$ cat src/rtl/fft_sample_framer_if.sv
// rtl/fft_sample_framer_if.sv - sample stream in, completed frame out, for fft_sample_framer
interface fft_sample_framer_if #(
  parameter int SAMPLES = 8,
  parameter int WIDTH   = 32
);
  logic [WIDTH-1:0]          in_data;
  logic                      in_valid;
  logic                      in_ready;
  logic [WIDTH-1:0]          frame_data [SAMPLES];
  logic                      frame_valid;
  logic                      frame_ready;
  logic [$clog2(SAMPLES):0]  fill_level;

  modport master (
    output in_data, in_valid, frame_ready,
    input  in_ready, frame_data, frame_valid, fill_level
  );

  modport slave (
    input  in_data, in_valid, frame_ready,
    output in_ready, frame_data, frame_valid, fill_level
  );
endinterface

$ cat src/rtl/fft_sample_framer.sv
// rtl/fft_sample_framer.sv - ping-pong framer from serial samples to SAMPLES-word FFT input frames
// FRAMER_BITREV_EN: store each sample at the bit-reversed slot of its arrival index.
module fft_sample_framer #(
  parameter int SAMPLES = 8,
  parameter int WIDTH   = 32
) (
  input  logic               clk,
  input  logic               rst,
  fft_sample_framer_if.slave bus
);
  localparam int IW = $clog2(SAMPLES);

  generate
    if (SAMPLES < 2 || (SAMPLES & (SAMPLES - 1)) != 0) begin : g_bad_samples
      $error("fft_sample_framer: SAMPLES must be a power of two >= 2");
    end
  endgenerate

  logic [WIDTH-1:0] mem_q [2][SAMPLES];
  logic             wr_bank_q, wr_bank_d;
  logic             rd_bank_q, rd_bank_d;
  logic [IW-1:0]    wr_idx_q, wr_idx_d;
  logic [1:0]       bank_full_q, bank_full_d;
  logic             accept;
  logic             consume;
  logic [IW-1:0]    wr_slot;

  function automatic logic [IW-1:0] slot(input logic [IW-1:0] idx);
    logic [IW-1:0] r;
`ifdef FRAMER_BITREV_EN
    for (int b = 0; b < IW; b++) begin
      r[b] = idx[IW-1-b];
    end
`else
    r = idx;
`endif
    return r;
  endfunction

  assign accept  = bus.in_valid && !bank_full_q[wr_bank_q];
  assign consume = bank_full_q[rd_bank_q] && bus.frame_ready;
  assign wr_slot = slot(wr_idx_q);

  // Accept and consume always target different banks, so both updates compose.
  always_comb begin
    wr_bank_d   = wr_bank_q;
    rd_bank_d   = rd_bank_q;
    wr_idx_d    = wr_idx_q;
    bank_full_d = bank_full_q;
    if (consume) begin
      bank_full_d[rd_bank_q] = 1'b0;
      rd_bank_d              = ~rd_bank_q;
    end
    if (accept) begin
      if (wr_idx_q == IW'(SAMPLES - 1)) begin
        bank_full_d[wr_bank_q] = 1'b1;
        wr_bank_d              = ~wr_bank_q;
        wr_idx_d               = '0;
      end else begin
        wr_idx_d = wr_idx_q + 1'b1;
      end
    end
  end

  always_ff @(posedge clk or posedge rst) begin
    if (rst) begin
      wr_bank_q   <= 1'b0;
      rd_bank_q   <= 1'b0;
      wr_idx_q    <= '0;
      bank_full_q <= 2'b00;
      for (int b = 0; b < 2; b++) begin
        for (int s = 0; s < SAMPLES; s++) begin
          mem_q[b][s] <= '0;
        end
      end
    end else begin
      wr_bank_q   <= wr_bank_d;
      rd_bank_q   <= rd_bank_d;
      wr_idx_q    <= wr_idx_d;
      bank_full_q <= bank_full_d;
      if (accept) begin
        mem_q[wr_bank_q][wr_slot] <= bus.in_data;
      end
    end
  end

  assign bus.in_ready    = !bank_full_q[wr_bank_q];
  assign bus.frame_valid = bank_full_q[rd_bank_q];
  assign bus.fill_level  = {1'b0, wr_idx_q};

  always_comb begin
    for (int s = 0; s < SAMPLES; s++) begin
      bus.frame_data[s] = mem_q[rd_bank_q][s];
    end
  end
endmodule

$ cat src/flat_wrapper.sv
// flat-port wrapper written by rule: the top's interface ports become plain ports
module fft_sample_framer_flat 
#(
  parameter int SAMPLES = 8,
  parameter int WIDTH   = 32
)
  (clk, rst, bus_in_data, bus_in_valid, bus_frame_ready, bus_in_ready, bus_frame_data, bus_frame_valid, bus_fill_level);
  fft_sample_framer_if #(.SAMPLES(SAMPLES), .WIDTH(WIDTH)) bus_i ();
  input  logic clk;
  input  logic rst;
  input wire logic [$bits(bus_i.in_data)-1:0] bus_in_data;
  input wire logic [$bits(bus_i.in_valid)-1:0] bus_in_valid;
  input wire logic [$bits(bus_i.frame_ready)-1:0] bus_frame_ready;
  output wire logic [$bits(bus_i.in_ready)-1:0] bus_in_ready;
  output wire logic [$bits(bus_i.frame_data)-1:0] bus_frame_data;
  output wire logic [$bits(bus_i.frame_valid)-1:0] bus_frame_valid;
  output wire logic [$bits(bus_i.fill_level)-1:0] bus_fill_level;
  assign bus_i.in_data = bus_in_data;
  assign bus_i.in_valid = bus_in_valid;
  assign bus_i.frame_ready = bus_frame_ready;
  assign bus_in_ready = bus_i.in_ready;
  assign bus_frame_data = {>>{bus_i.frame_data}};
  assign bus_frame_valid = bus_i.frame_valid;
  assign bus_fill_level = bus_i.fill_level;
  fft_sample_framer #(.SAMPLES(SAMPLES), .WIDTH(WIDTH)) u_core (.clk(clk), .rst(rst), .bus(bus_i));
endmodule
$ cat config.mk
export PLATFORM = sky130hd
export DESIGN_NAME = fft_sample_framer_flat
export DESIGN_NICKNAME = d
export VERILOG_FILES = /design/src/rtl/fft_sample_framer_if.sv /design/src/rtl/fft_sample_framer.sv /design/src/flat_wrapper.sv
export SDC_FILE = /design/constraint.sdc
export NUM_CORES = 1
export LEC_CHECK = 0
export ABC_AREA = 1
export CAP_MARGIN = 40
export CORE_ASPECT_RATIO = 1.2
export CORE_MARGIN = 4
export CORE_UTILIZATION = 52
export CTS_BUF_LIST = sky130_fd_sc_hd__clkbuf_8
export DETAILED_ROUTE_END_ITERATION = 16
export PLACE_DENSITY = 0.79
export SYNTH_ARGS = -nofsm -noshare
export SYNTH_HDL_FRONTEND = slang
export SYNTH_SLANG_ARGS = --single-unit
$ cat constraint.sdc
create_clock -name clk -period 19.6 [get_ports clk]
set_clock_uncertainty 0.1 [all_clocks]
set_input_delay 3.92 -clock clk [delete_from_list [all_inputs] [get_ports clk]]
set_output_delay 3.92 -clock clk [all_outputs]
set_load 0.01 [all_outputs]
# ---- Word level (Yosys, flattened, before mapping)
# Cells that the tools add are included.
# Widths: inputs -> output; s select.
dict set report totals {
  output_inout_bits 262
  n_memories 0
  latchBits 0
  ram_bits 0
  register_bits 519
  wordCells 67
  mem_bits_ro 0
  in_bits 36
}
dict set report classes {
  div_mod_pow 0
  order_cmp 9
  n_mul 0
  n_eq_ne 1
  n_addsub 1
  muxes 20
  n_bitwise 8
  reduce_logical 8
  shift 0
}
# operator count
set ops {}
lappend ops {{$mux 256} 4}
lappend ops {{$bwmux 512} 1}
lappend ops {{$demux 256 s1} 1}
lappend ops {{$demux 32 s3} 1}
lappend ops {{$mux 32} 1}
lappend ops {{$logic_and 1x1->1} 6}
lappend ops {{$mux 1} 6}
lappend ops {{$mux 2} 3}
lappend ops {{$ge 2x2->1 const B} 2}
lappend ops {{$ge 4x4->1 const B} 1}
lappend ops {{$lt 1x2->1 const B} 2}
lappend ops {{$lt 4x1->1 const B} 1}
lappend ops {{$not 1->2} 2}
lappend ops {{$not 3->4} 1}
lappend ops {{$add 3x1->3 const B} 1}
lappend ops {{$eq 3x3->1 const B} 1}
lappend ops {{$mux 3} 1}
lappend ops {{$and 2x2->2} 1}
lappend ops {{$demux 1 s1} 2}
lappend ops {{$ge 1x1->1 const B} 2}
lappend ops {{$lt 2x1->1 const B} 1}
lappend ops {{$not 1->1} 2}
lappend ops {{$not 2->2} 1}
lappend ops {{$or 2x2->2} 1}
lappend ops {{2 further kinds} 2}

# ---- Depth between registers and ports, before layout
# Gate-level depths: netlist of run 1.
dict set report logic_depth {
  depth_word 10
  mapped_depth 9
  mapped_depth_nobuf 7
}

# ---- Least setup slack after synthesis of run 1
# Ideal clock, no wire load.
dict set report synth_path {
  kind {reg-to-output}
  startpoint {register u_core.rd_bank_q}
  endpoint {output port bus_frame_data[245]}
  stages_incl_launch_ff 7
  arrival_time_ns 1.318
  path_buffers 3
  setup_slack_ns 14.262
  t_required_ns 15.580
  path_cell_list {dfrtp_1 -> clkbuf_1 -> clkinv_1 -> clkbuf_1 -> buf_1 -> nand2_1 -> nand2_1}
}
dict set report synth_between {
  elab_chain_cells 4
}
# element line_no
set synth_lines {}
lappend synth_lines {{from (decl)} fft_sample_framer.sv:21} ;# logic rd_bank_q, rd_bank_d;
lappend synth_lines {{from (signal assigned)} fft_sample_framer.sv:78} ;# rd_bank_q <= rd_bank_d;
lappend synth_lines {{$not 1->2 (not written as such)} fft_sample_framer.sv:93} ;# bus.frame_data[s] = mem_q[rd_bank_q][s];
lappend synth_lines {{$mux 256 (not written as such) (3 in a row)} fft_sample_framer.sv:93}
lappend synth_lines {{to (decl)} flat_wrapper.sv:15} ;# output wire logic [$bits(bus_i.frame_data)-1:0] bus_frame_data;
# Every way passes these cells. The select of a mux whose other input is x is not followed.

# ---- Worst setup path after layout of run 1
dict set report layout_path {
  startpoint {register u_core.rd_bank_q}
  endpoint {output port bus_frame_data[142]}
}
dict set report layout_between {
  elab_chain_cells 4
}
# element line_no
set layout_lines {}
lappend layout_lines {{$not 1->2 (not written as such)} fft_sample_framer.sv:93}
lappend layout_lines {{$mux 256 (3 in a row)} --}
# Every way passes these cells. The select of a mux whose other input is x is not followed.

==> results of run 1 <==
==> flip-flops by register name, summed over array words and instances (netlist names) <==
signal and cells:
u_core.mem_q 512, u_core.wr_idx_q 3, u_core.rd_bank_q 1, u_core.wr_bank_q 1
u_core.bank_full_q 2
==> how the worst max path moves through the flow <==
stage,endpoint
after floorplan,u_core.bank_full_q[0]
after global placement,u_core.mem_q[339]
after detailed placement,u_core.mem_q[348]
after CTS,bus_frame_data[33]
after global routing,bus_frame_data[139]
final,bus_frame_data[142]
==> metrics by stage <==
stage,setup WS [ps],instance area (µm²),util
after floorplan,1082,23610,-
after global placement,11400,26510,0.5907
after detailed placement,12040,27050,0.6026
after CTS,12290,28710,0.6397
after global routing,12180,28710,0.6397
final,12280,28710,0.6397
==> cells in the mapped netlist (3+ instances only) <==
master	instances
nand2_1	1985
dfrtp_1	519
nand3_1	235
clkbuf_1	170
o21ai_0	132
buf_2	81
nor2_1	11
buf_4	9
inv_1	9
nand4_1	5
inv_2	4
buf_1	3
nor2_2	3
==> kinds of logic after synthesis <==
logic type	share of synthesized area
AND/OR/NAND/NOR	0.3709
AO/OA/AOI/OAI	0.02798
flip-flops	0.5501
adder cells (fa/ha/maj)	0.001060
buffers and inverters	0.04977
other	0.0001588
==> cells in the final DEF (no fill, tap or decap), types with 4 or more instances in the layout <==
cell             count
buf_16              15
buf_4               29
buf_8                6
clkbuf_8           109
clkdlybuf4s50_1    296
clkinv_2             5
dfrtp_1            518
inv_1               32
inv_6                4
nand2_1           1985
nand3_1            235
nand4_1              5
nor2_2              14
o21ai_0            132
==> per-layer routing <==
| metal | up-vias | wire, µm |
|---|---|---|
| li1 | 10061 | - |
| met1 | 10477 | 28880 |
| met2 | 1082 | 35060 |
| met3 | 117 | 6622 |
| met4 | 0 | 2057 |
| met5 | - | 0 |
==> worst max-delay path, delay by kind of cell (launching register included) <==
family	cells	cell delay (ps)
and+or+nand+nor	2	320
DFF	1	580
buffers and inverters	3	1700
==> cell type report <==
type                       instances  area (µm²)
tap                              609       762.0
multi-input combinational       2378        9485
timing repair buffer             349        3735
clock inverter                    35       163.9
sequential                       519       12990
fill                            3788       16170
clock buffer                     109        1500
inverter                          14       72.57
==> where the power goes <==
group	switching [mW]	leakage [nW]	internal, mW
Clock	0.429	0.945	0.496
Sequential	0.273	6.71	1.54
Combinational	1.25	7.93	0.902
==> metrics.txt, run 1 <==
Tightest Pin Transition 996.1 ps; fin. max-slew vios 0; initial antenna violation count 0; Post-CTS Resized 0; Pleak around 16 nW; num rows 85; Die X slightly above 200 µm; Max Fclk between 100 and 150 MHz; asr flop ratio synth 1.000; Finish-stage setup viols 0; Cells after Synth 3,174; final WL 72,610 µm; clock latency on the worst-skew pair 640 ps; Area growth syn-to-layout 21.61%; Vias/cell 5.417; Post-Synthesis Net Count 3,212; CP Max Fanout 76; M2 GR Usage 0.4768; WP data arrival between 3000 and 4000 ps; Top Usage Layer GRT met2; port bufs roughly 300; worst-path cell chain inv_8 > buf_4 > nand2_1 > nand2_1 > clkdlybuf4s50_1; Hold Path Stages 2; critical path's slowest cell buf_4; fin cells 4,013; synth warn 0; Power Total 4.887 mW; vias in the first global route 21,383; M1 GR Usage 0.3934; drt wl/cell roughly 18 µm; crit end category output pin; Post-CTS Hold Fix Bufs 0; die height between 200 and 250 µm; unrepaired setup endpoints after global routing false; peak supply drop approximately 0.00011 V; FF-to-FF End u_core.mem_q[363]; placed cell count 3,869; Slew headroom 0.3339; Cell Area, Synth between 0.02 and 0.025 mm²; Hold Crit Endpoint u_core.mem_q[49]; Power Density approximately 170 mW/mm²; gr ovfl total 0; Root Driver clkbuf_8; DRT iter0 DRCs 2,266; first drt pass iteration count 7; Max-Cap Viols 0; Min Clock Period, post-route roughly 7300 ps; Synth area leaders dfrtp_1 55%, nand2_1 32%, nand3_1 5.0%; synthesized flop and latch total 519; met3 Use GR 0.06186; largest net degree at the start of global routing between 150 and 200; post-synth top area cell dfrtp_1; Post CTS Setup Buffer Count 0; endpoints failing hold 0; status finished clean; R2R setup slack 15,190 ps; share of the yosys chip area belonging to registers 0.5501; Netlist cell types 19; Total GRT Usage 0.2923; Mapped Avg Cell Area 7.438 µm²; # H-tree levels 3; Routed Antenna Nets 0; layout cells sized above 1 0.05817; CTS max path bufs 3; CTS buffer count 81; Main synth FF type dfrtp_1; worst reg-to-reg path cell count 10; crit path launch u_core.rd_bank_q; GP Congestion 0.8573; Remaining DRCs 0; post-synth top area share 0.5501; Critical Setup Path Class flip-flop to output pin; setup TNS 0 ps; initial core utilization 0.5260; most used cell, CP nand2_1; dpl hpwl 46,430 µm; RR Startpoint u_core.wr_bank_q; nets about 3,400; critical hold path startpoint u_core.mem_q[49]; Tcrit/Tclk final 0.3735; Slowest Stage Delay on Critical Path 770 ps; DR vias roughly 22,000; CTS sink cnt slightly above 500; first-pass GRT wire length ~120,000 µm; num ports between 200 and 300; Reg clk slew, reported paths 60 ps; n_diodes 0; Fin Hold WS 369.9 ps; Worst Path Required about 16,000 ps; Hold Crit Class flip-flop to flip-flop; CTS tree built; CP Launch Type flip-flop; Die Footprint ~0.049 mm²; core footprint 0.04488 mm²; EDFF count, synth 0
Note: power is estimated with default switching activity, not from simulation.
==> run 2: changes to the inputs <==
Settings changed: CORE_UTILIZATION 52 to 55.
Clock period 19.6 ns to 7.1 ns, I/O delays scaled along.
==> metrics.txt, run 2 (synthesis gave the netlist of run 1 again) <==
CP Max Fanout 143 (+88%); GP Congestion 0.8388 (-2.2%); Hold Path Stages 2 (unchanged); largest registers u_core.mem_q: 512 flops, u_core.wr_idx_q: 3 flops, u_core.bank_full_q: 2 flops; dpl hpwl 44,140 µm (-4.9%); # H-tree levels 3 (unchanged); Fin Hold WS 368.6 ps (-1.357 ps); Post CTS Setup Buffer Count 0 (unchanged); Vias/cell 5.465 (+0.90%); nets 3,375 (-0.18%); Pleak 15.42 nW (-1.1%); Hold Crit Class flip-flop to flip-flop; CTS max path bufs 3 (unchanged); Tcrit/Tclk final 0.7221; Root Driver clkbuf_8; multi-input logic area 0.009490 mm² (about the same); most frequent cells in the layout 1,985 x nand2_1, 518 x dfrtp_1, 296 x clkdlybuf4s50_1; Max-Cap Viols 0 (unchanged); DRT iter0 DRCs 1,852 (-18%); num rows 82 (-3.5%); status finished clean; num ports 298 (unchanged); gr ovfl total 0 (unchanged); register area 0.01299 mm² (unchanged); Reg clk slew, reported paths 60 ps (about the same); Die X 197.1 µm (-2.7%); DR vias 21,479 (-1.2%); port bufs 296 (unchanged); R2R setup slack 3630 ps (-11,560 ps); Hold Crit Endpoint u_core.mem_q[7]; FF-to-FF End u_core.mem_q[179]; unrepaired setup endpoints after global routing false; Area growth syn-to-layout 19.84%; PnR worst setup slack 1973 ps (-10,310 ps); first-pass GRT wire length 111,000 µm (-3.7%); fin. max-slew vios 0 (unchanged); vias in the first global route 21,156 (-1.1%); Post-CTS Resized 0 (unchanged); peak supply drop 0.0003162 V (+180%); Slew headroom 0.3234 (-0.01046); endpoints failing hold 0 (unchanged); pre-CTS WS 2707 ps (-9335 ps); final core occ 0.6726 (+0.03288); Finish-stage setup viols 0 (unchanged); Min Clock Period, post-route 5127 ps; core footprint 0.04207 mm² (-6.3%); worst reg-to-reg path cell count 8 (-2); clock latency on the worst-skew pair 640 ps (about the same); fill cell count 3,500 (-7.6%); Worst Path Required 5580 ps (-10,000 ps); CTS tree built; initial core utilization 0.5612 (+0.03520); layout cells sized above 1 0.05143 (-0.006733); largest net degree at the start of global routing 181 (+7.1%); crit end category output pin; Power Density 464.9 mW/mm² (+170%); Die Footprint 0.04631 mm² (-5.3%); CP Launch Type flip-flop; critical hold path startpoint u_core.mem_q[7]; CTS sink cnt 519 (unchanged); Remaining DRCs 0 (unchanged); first drt pass iteration count 8 (+1); Total GRT Usage 0.2929 (+0.0006086); initial antenna violation count 0 (unchanged); drt wl/cell 17.53 µm (-3.1%); CTS buffer count 80 (-1.2%); largest register by flop count u_core.mem_q; final WL 68,900 µm (-5.1%); Tightest Pin Transition 1015 ps (+18.81 ps); Critical Setup Path Class flip-flop to output pin; RR Startpoint u_core.wr_bank_q; Max Fclk between 150 and 200 MHz; Routed Antenna Nets 0 (unchanged); WP data arrival 3610 ps (+310 ps); Post-CTS Hold Fix Bufs 0 (unchanged); die height 235.0 µm (-2.7%); commonest non-fill, non-tap cell in the layout nand2_1; max FFs per register 512 (unchanged)
[run 2: changes by cell type in the layout (fill, tap and decap cells not counted), sizes merged]
cell,before,now
clkinv,5,3
clkbuf,109,96
buf,53,48
inv,41,40
diode,0,1
[run 2: where the power goes]
| part | switching (mW) | total (mW) | internal, mW |
|---|---|---|---|
| clock network | 1.13 | 2.33 | 1.21 |
| registers | 0.774 | 5.03 | 4.25 |
| logic | 3.32 | 5.79 | 2.47 |
[run 2: worst max path at each step]
stage	startpoint	end	slack, ps	cells after the start
4_1_cts	u_core.rd_bank_q	bus_frame_data[91]	2000	6
6_report	u_core.rd_bank_q	bus_frame_data[248]	1970	6
5_1_grt	u_core.rd_bank_q	bus_frame_data[249]	1850	6
3_5_place_dp	u_core.rd_bank_q	bus_frame_data[91]	2710	6
3_3_place_gp	u_core.rd_bank_q	bus_frame_data[249]	2620	5
2_1_floorplan	rst	u_core.bank_full_q[0]	-1470	1
[run 2: area by class of cell]
class	count	share of cell area
antenna	1	0.00008845
clock buffer	96	0.04670
clock inverter	32	0.004644
inverter	14	0.002432
multi-input combinational	2378	0.3354
sequential	519	0.4592
tap	546	0.02415
timing repair buffer	344	0.1274
[run 2: layer usage]
layer,vias to the layer above,track usage,part of all wire
met1,10216,0.3971,0.40
li1,10040,-,-
met4,0,0.1103,0.032
met2,1086,0.4648,0.47
met3,137,0.06634,0.096
met5,-,0,0
[run 2: metrics by stage]
stage | TNS, ps | power (mW) | area [µm²] | instances
floorplan | -763050 | 7.935 | 23610 | 3174
global placement | 0 | 10.52 | 26460 | 3783
detailed placement | 0 | 10.82 | 26840 | 3801
CTS | 0 | 13.19 | 28290 | 3929
global route | 0 | 14.04 | 28290 | 3929
finish | 0 | 13.15 | 28290 | 3930
[run 2: worst max-delay path, stage by stage (launching register included)]
cell and delay, ps:
dfrtp_4 730, inv_8 300, buf_16 490, buf_4 520
nand2_1 100, nand2_1 110, clkdlybuf4s50_1 550
